[config.mk]
export PLATFORM = sky130hd
export DESIGN_NAME = ps2_scan_receiver
export DESIGN_NICKNAME = d
export VERILOG_FILES = /design/src/rtl/ps2_scan_receiver.sv
export SDC_FILE = /design/constraint.sdc
export NUM_CORES = 1
export LEC_CHECK = 0
export ABC_CLOCK_PERIOD_IN_PS = 3800
export BUFFER_PORTS_ARGS = -buffer_cell sky130_fd_sc_hd__buf_2
export CORE_ASPECT_RATIO = 0.8
export CORE_UTILIZATION = 60
export DETAILED_ROUTE_END_ITERATION = 10
export GPL_TIMING_DRIVEN = 1
export PLACE_DENSITY_LB_ADDON = 0.05
export SETUP_SLACK_MARGIN = 0.1
export SLEW_MARGIN = 20
export SYNTH_ARGS = -nofsm -noshare
export SYNTH_HDL_FRONTEND = slang
export SYNTH_SLANG_ARGS = --single-unit
export TNS_END_PERCENT = 10
[constraint.sdc]
create_clock -name clk -period 3.8 [get_ports clk]
set_input_delay 0.19 -clock clk [delete_from_list [all_inputs] [get_ports clk]]
set_output_delay 0.19 -clock clk [all_outputs]
set_load 0.005 [all_outputs]
[src/rtl/ps2_scan_receiver.sv]
// Host-side PS/2 keyboard receiver: deserialises device-to-host frames and decodes
// make/break/E0 sequences into key pulses plus shift, caps-lock and Thai-toggle levels.
module ps2_scan_receiver #(
  parameter int FILTER_LEN     = 4,
  parameter int TIMEOUT_CYCLES = 200000
) (
  input  logic       clk,
  input  logic       rst_n,
  input  logic       ps2_clk,
  input  logic       ps2_data,
  output logic [7:0] key_code,
  output logic       key_valid,
  output logic       key_ext,
  output logic       shift,
  output logic       cap_lock,
  output logic       change_to_thai,
  output logic       frame_err
);

  localparam int FW = $clog2(FILTER_LEN + 1);
  localparam int TW = $clog2(TIMEOUT_CYCLES + 1);

  localparam logic [7:0] C_EXT    = 8'hE0;
  localparam logic [7:0] C_BREAK  = 8'hF0;
  localparam logic [7:0] C_LSHIFT = 8'h12;
  localparam logic [7:0] C_RSHIFT = 8'h59;
  localparam logic [7:0] C_CAPS   = 8'h58;
  localparam logic [7:0] C_THAI   = 8'h0E;

  typedef enum logic [1:0] {
    S_IDLE,
    S_DATA,
    S_PARITY,
    S_STOP
  } state_t;

  // ---------------------------------------------------------------------------
  // Input conditioning: bit 1 = data pin, bit 0 = clock pin
  // ---------------------------------------------------------------------------
  logic [1:0] w_pin_raw;
  logic [1:0] r_sync1;
  logic [1:0] r_sync2;
  logic       w_clk_s;
  logic       w_dat_s;

  assign w_pin_raw = {ps2_data, ps2_clk};
  assign w_clk_s   = r_sync2[0];
  assign w_dat_s   = r_sync2[1];

  // Synchroniser idles high, matching the open-collector bus idle level
  always_ff @(posedge clk or negedge rst_n) begin
    if (!rst_n) begin
      r_sync1 <= 2'b11;
      r_sync2 <= 2'b11;
    end else begin
      r_sync1 <= w_pin_raw;
      r_sync2 <= r_sync1;
    end
  end

  logic          r_filt_clk;
  logic          r_filt_d;
  logic [FW-1:0] r_filt_cnt;
  logic          w_fall;

  // Level flips only after FILTER_LEN consecutive samples disagree with it
  always_ff @(posedge clk or negedge rst_n) begin
    if (!rst_n) begin
      r_filt_clk <= 1'b0;
      r_filt_d   <= 1'b0;
      r_filt_cnt <= '0;
    end else begin
      r_filt_d <= r_filt_clk;
      if (w_clk_s != r_filt_clk) begin
        if (r_filt_cnt == FW'(FILTER_LEN - 1)) begin
          r_filt_clk <= w_clk_s;
          r_filt_cnt <= '0;
        end else begin
          r_filt_cnt <= r_filt_cnt + 1'b1;
        end
      end else begin
        r_filt_cnt <= '0;
      end
    end
  end

  assign w_fall = r_filt_d & ~r_filt_clk;

  // ---------------------------------------------------------------------------
  // Frame FSM
  // ---------------------------------------------------------------------------
  state_t        r_state;
  logic [2:0]    r_bit_cnt;
  logic [7:0]    r_shift;
  logic          r_parity;
  logic [TW-1:0] r_to_cnt;
  logic          r_frame_err;
  logic          w_frame_ok;
  logic          w_byte_strobe;

  // Odd parity over data+parity, and stop bit must be high
  assign w_frame_ok    = w_dat_s & (^r_shift ^ r_parity);
  assign w_byte_strobe = w_fall & (r_state == S_STOP) & w_frame_ok;

  always_ff @(posedge clk or negedge rst_n) begin
    if (!rst_n) begin
      r_state     <= S_IDLE;
      r_bit_cnt   <= '0;
      r_shift     <= '0;
      r_parity    <= 1'b0;
      r_to_cnt    <= '0;
      r_frame_err <= 1'b0;
    end else begin
      r_frame_err <= 1'b0;
      if (w_fall) begin
        r_to_cnt <= '0;
        case (r_state)
          S_IDLE: begin
            if (!w_dat_s) begin
              r_state   <= S_DATA;
              r_bit_cnt <= '0;
            end else begin
              r_frame_err <= 1'b1;
            end
          end
          S_DATA: begin
            r_shift   <= {w_dat_s, r_shift[7:1]};
            r_bit_cnt <= r_bit_cnt + 1'b1;
            if (r_bit_cnt == 3'd7) begin
              r_state <= S_PARITY;
            end
          end
          S_PARITY: begin
            r_parity <= w_dat_s;
            r_state  <= S_STOP;
          end
          S_STOP: begin
            if (!w_frame_ok) begin
              r_frame_err <= 1'b1;
            end
            r_state <= S_IDLE;
          end
          default: r_state <= S_IDLE;
        endcase
      end else if (r_state != S_IDLE) begin
        if (r_to_cnt == TW'(TIMEOUT_CYCLES - 1)) begin
          r_frame_err <= 1'b1;
          r_state     <= S_IDLE;
          r_to_cnt    <= '0;
          r_shift     <= '0;
        end else begin
          r_to_cnt <= r_to_cnt + 1'b1;
        end
      end else begin
        r_to_cnt <= '0;
      end
    end
  end

  // ---------------------------------------------------------------------------
  // Byte layer: make/break/extended decoding and modifier tracking
  // ---------------------------------------------------------------------------
  logic       r_ext_pend;
  logic       r_brk_pend;
  logic       r_lshift_held;
  logic       r_rshift_held;
  logic       r_caps_held;
  logic       r_thai_held;
  logic       r_cap_lock;
  logic       r_thai;
  logic [7:0] r_key_code;
  logic       r_key_ext;
  logic       r_key_valid;

  always_ff @(posedge clk or negedge rst_n) begin
    if (!rst_n) begin
      r_ext_pend    <= 1'b0;
      r_brk_pend    <= 1'b0;
      r_lshift_held <= 1'b0;
      r_rshift_held <= 1'b0;
      r_caps_held   <= 1'b0;
      r_thai_held   <= 1'b0;
      r_cap_lock    <= 1'b0;
      r_thai        <= 1'b0;
      r_key_code    <= '0;
      r_key_ext     <= 1'b0;
      r_key_valid   <= 1'b0;
    end else begin
      r_key_valid <= 1'b0;
      if (w_byte_strobe) begin
        if (r_shift == C_EXT) begin
          r_ext_pend <= 1'b1;
        end else if (r_shift == C_BREAK) begin
          r_brk_pend <= 1'b1;
        end else begin
          r_ext_pend <= 1'b0;
          r_brk_pend <= 1'b0;
          if (r_brk_pend) begin
            if (!r_ext_pend && r_shift == C_LSHIFT) r_lshift_held <= 1'b0;
            if (!r_ext_pend && r_shift == C_RSHIFT) r_rshift_held <= 1'b0;
            if (r_shift == C_CAPS) r_caps_held <= 1'b0;
            if (r_shift == C_THAI) r_thai_held <= 1'b0;
          end else if (!r_ext_pend && r_shift == C_LSHIFT) begin
            r_lshift_held <= 1'b1;
          end else if (!r_ext_pend && r_shift == C_RSHIFT) begin
            r_rshift_held <= 1'b1;
          end else if (r_shift == C_CAPS) begin
            // Held latch stops typematic repeats from re-toggling
            if (!r_caps_held) r_cap_lock <= ~r_cap_lock;
            r_caps_held <= 1'b1;
          end else if (r_shift == C_THAI) begin
            if (!r_thai_held) r_thai <= ~r_thai;
            r_thai_held <= 1'b1;
          end else if (r_ext_pend && (r_shift == C_LSHIFT || r_shift == C_RSHIFT)) begin
            r_key_valid <= 1'b0;
          end else begin
            r_key_code  <= r_shift;
            r_key_ext   <= r_ext_pend;
            r_key_valid <= 1'b1;
          end
        end
      end
    end
  end

  assign key_code       = r_key_code;
  assign key_valid      = r_key_valid;
  assign key_ext        = r_key_ext;
  assign shift          = r_lshift_held | r_rshift_held;
  assign cap_lock       = r_cap_lock;
  assign change_to_thai = r_thai;
  assign frame_err      = r_frame_err;

endmodule

# Word level (Yosys, flattened, before mapping)
# Cells that the tools add are included.
# classes
n_addsub	3
reduce_logical	25
n_eq_ne	21
muxes	53
n_bitwise	19
# ops
cell	n
18-bit two-way mux	3
1-bit two-way mux	35
8-bit two-way mux	4
18-bit by 1-bit adder with 18-bit output (second input constant)	1
18-bit equality test (second input constant)	1
9-bit AND reduction	2
8-bit by 7-bit equality test with 1-bit output (second input constant)	2
8-bit equality test (second input constant)	2
1-bit NOT	13
2-bit two-way mux	5
2-bit != test (second input constant)	5
3-bit two-way mux	3
8-bit by 4-bit equality test with 1-bit output (second input constant)	1
8-bit by 5-bit equality test with 1-bit output (second input constant)	1
2-bit case mux with 4 select lines	1
2-bit AND reduction	4
4-bit AND reduction	2
8-bit AND reduction	1
2-bit nonzero test	4
8-bit parity	1
7-bit AND reduction	1
3-bit by 1-bit adder with 3-bit output (second input constant)	2
3-bit != test (second input constant)	2
3-bit case mux with 2 select lines	1
17 further kinds	24
# totals
ff_bits	60
out_inout_bits	14
wordCells	143
input_bits	4

# Logic depth before layout (Yosys ltp)
# logic_depth
ltp_word	12
ltp_mapped	7
mapped_depth_nobuf	7

# Worst setup path before layout
# OpenSTA, ideal clock, no wires.
# synth_path
path_type	reg-to-reg
startpoint	register r_shift[2]
endpoint	register r_key_code[0] (netlist: key_code[0])
synth_period_minus_slack_ps	2646
t_required_ps	3675
path_buffers	0
path_stages_with_launch	8
arrival_time_ps	2522
setup_time_ps	125
slack_ps	1154
cell_sequence	dfrtp_1 > inv_1 > ha_1 > xnor3_1 > xnor2_1 > or3_4 > nor4_4 > mux2_2
# synth_between
elab_chain_len	5
word_cells_on_any_way	22
classes_between	eq/ne: 6; bitwise: 10; reduce/logical: 6
# synth_rtl
element	line	source
from (decl)	94	logic [7:0] r_shift;
from (signal assigned)	127	r_shift <= {w_dat_s, r_shift[7:1]};
8-bit parity, or another cell as far along	102	assign w_frame_ok = w_dat_s & (^r_shift ^ r_parity);
1-bit XOR / 1-bit logical OR (equally long branches)	102, 214	
1-bit bitwise AND / 1-bit logical AND (equally long branches)	102, 214	
1-bit bitwise AND / 1-bit NOT (equally long branches)	n/a	
9-bit AND reduction (no source line) *	n/a	
to (signal assigned)	217	r_key_code <= r_shift;
to (decl)	171	logic [7:0] r_key_code;
# Every way passes the cells marked *; elsewhere a longest branch is shown, timed or not.
# A chain may end at the register's enable or synchronous reset.

# Worst setup path after layout
# layout_path
startpoint	register r_shift[2]
endpoint	register r_key_code[3] (netlist: key_code[3])
# Same word-level chain as after synthesis.

==> run metrics <==
status finished, violations left; failing checks negative hold slack; post-CTS sizing 0; worst vdd ir 0.432 mV; via/cell ratio roughly 5.6; RSZ-0062 raised after global routing false; nets@finish 313; yosys warns 0; Routed wire per std cell 14.3 um; num rows 22; diode count 0; area of the core 4620 um2; Hold Violations, Final 15; Clock Sinks 60; Worst EP arrival 3150 ps; synthesized flop and latch total 60; Die Span Y approximately 64 um; vias 1966; Cell Pwr Density 587 nW/um2; largest net degree at the start of global routing 61; cell area after synthesis 2920 um2; pre-CTS setup slack 847 ps; Clock Pin Slew Worst Setup and Hold Paths 70 ps; Max-Cap Viols 0; DRT Pass-1 Iters 4; starting density of the core 63.1%; Critical Path End Type flip-flop; Setup crit end key_code[3]; total grt overflow 0; Post-CTS Setup Bufs 0; Tot GR Track Use 23.1%; fmax 342 MHz; IO Pins 18; gpl congestion between 0.7 and 0.8; layout cells sized above 1 18.8%; min cycle time layout 2920 ps; kind of critical path reg -> reg; top_reg_cell synth dfrtp_1; Final HPWL DP 3380 um; Die Width 80.0 um; RR Startpoint r_shift[2]; r2r setup slk 880 ps; crit path max fanout 10; r2r worst-path depth 7; Lkg Pwr between 1.5 and 2 nW; Root Buffer clkbuf_8; final setup fails 0; area of the die between 5000 and 6000 um2; total CTS buffers 9; WL final between 5000 and 6000 um; area growth from synthesis to layout 13.2%; max-slew headroom at the worst pin between 40% and 50%; syn nets between 200 and 300; commonest non-fill, non-tap cell in the layout dfrtp_1; Worst Path Required 4030 ps; Mapped Cells 260; Yosys cell types 38; max-slew violation count 0; Seq/Total Area, Yosys 51.6%; DRC 0; PnR worst setup slack 879 ps; global-route wire length before repair approximately 8700 um; Worst Hold Slack -18.9 ps; CP startpoint r_shift[2]; Final Cycle Share 76.9%; vias in the first global route 1870; commonest cells after routing, fill and taps aside dfrtp_1 (56), nor2_1 (25), ha_1 (21); Startpoint Class flip-flop; CTS tree yes; worst hold path class in -> async; H-tree depth 3; worst skew pair latency between 300 and 400 ps; initial antenna violation count 0; CTS Buffer Depth 2; ys async rst share 100%; Max Clock Skew 7.90 ps; Slew @ Worst Pin 839 ps; FF-to-FF End key_code[3]; Buffers on Ports 17; Final ANT Viol Nets 0; hold buffers post-CTS 2; Syn Area/Cell 11.2 um2; DR iter-0 viols approximately 120; Post-synth EDFFs 0; TNS Setup 0 ps
==> worst min-delay path by stage <==
stage | from | to | slack [ps] | cells after the start
floorplan | rst_n | cap_lock | -110 | 0
global placement | ps2_clk | r_sync1[0] | 300 | 1
detailed placement | ps2_clk | r_sync1[0] | 300 | 1
CTS | rst_n | r_to_cnt[12] | 9 | 2
global route | rst_n | r_to_cnt[13] | 60 | 2
finish | rst_n | r_to_cnt[10] | -20 | 2
==> cell usage after synthesis, types with 7 or more instances <==
master,count,area [um2]
dfrtp_1,56,1400
nor2_1,25,93.8
ha_1,21,263
nand2_1,17,63.8
inv_1,15,56.3
xor2_1,12,105
a22o_1,11,96.3
mux2_2,11,124
nand3_1,9,45.0
xnor2_1,9,78.8
o21ai_0,8,40.0
nand4_1,7,43.8
==> kinds of logic (layout without fill, tap and decap cells) <==
group | count (synthesis) | in the layout | share of synthesized area (%)
and+or+nand+nor | 89 | 89 | 16.0
DFF | 60 | 60 | 51.6
AOI/OAI and AO/OA | 35 | 35 | 8.75
xor gates and xnor gates | 22 | 22 | 7.08
adders and majority gates | 21 | 21 | 9.01
buffers and inverters | 20 | 53 | 2.57
muxes | 13 | 13 | 4.93
==> per-layer routing <==
metal | track usage [%] | routed length [um] | vias to the layer above
li1 | - | - | 972
met1 | 32.3 | 2610 | 950
met2 | 31.7 | 2110 | 36
met3 | 8.57 | 213 | 8
met4 | 10.7 | 100 | 0
met5 | 0 | 0 | -
==> worst max-delay path, stage by stage (launching register included) <==
cell and delay, ps:
dfrtp_1 410, inv_1 80, ha_1 280, xnor3_1 400, xnor2_1 210, or3_4 430
nor4_4 570, mux2_2 410
==> state kept, by name (all words and copies together), names as in the netlist, 2 cells and up <==
register	flops
r_sync2	2
r_to_cnt	18
r_sync1	2
r_bit_cnt	3
r_shift	8
r_filt_cnt	3
r_state	2
key_code	8
==> per-stage QoR <==
step,utilization (%),cells,instance area (um2),power (mW),hold WS [ps]
after global routing,71.4,353,3300,2.07,61.1
after global placement,66.6,335,3080,1.36,296
final,71.4,353,3300,1.94,-18.9
after CTS,71.4,353,3300,1.95,8.65
after detailed placement,66.6,335,3080,1.37,296
after floorplan,-,260,2920,1.23,-106
==> where the power goes <==
group,leakage [nW],switching (mW),total (mW),internal (mW)
clock,0.109,0.242,0.576,0.333
sequential,0.800,0.0849,0.823,0.738
combinational,0.682,0.309,0.539,0.230
==> layout make-up <==
class,count,area [um2]
clock buffer,11,151
timing repair buffer,22,128
inverter,15,56.3
clock inverter,5,50.0
fill,346,1320
sequential,60,1510
multi-input combinational,180,1340
tap,60,75.1
(Power assumes the default switching activity.)
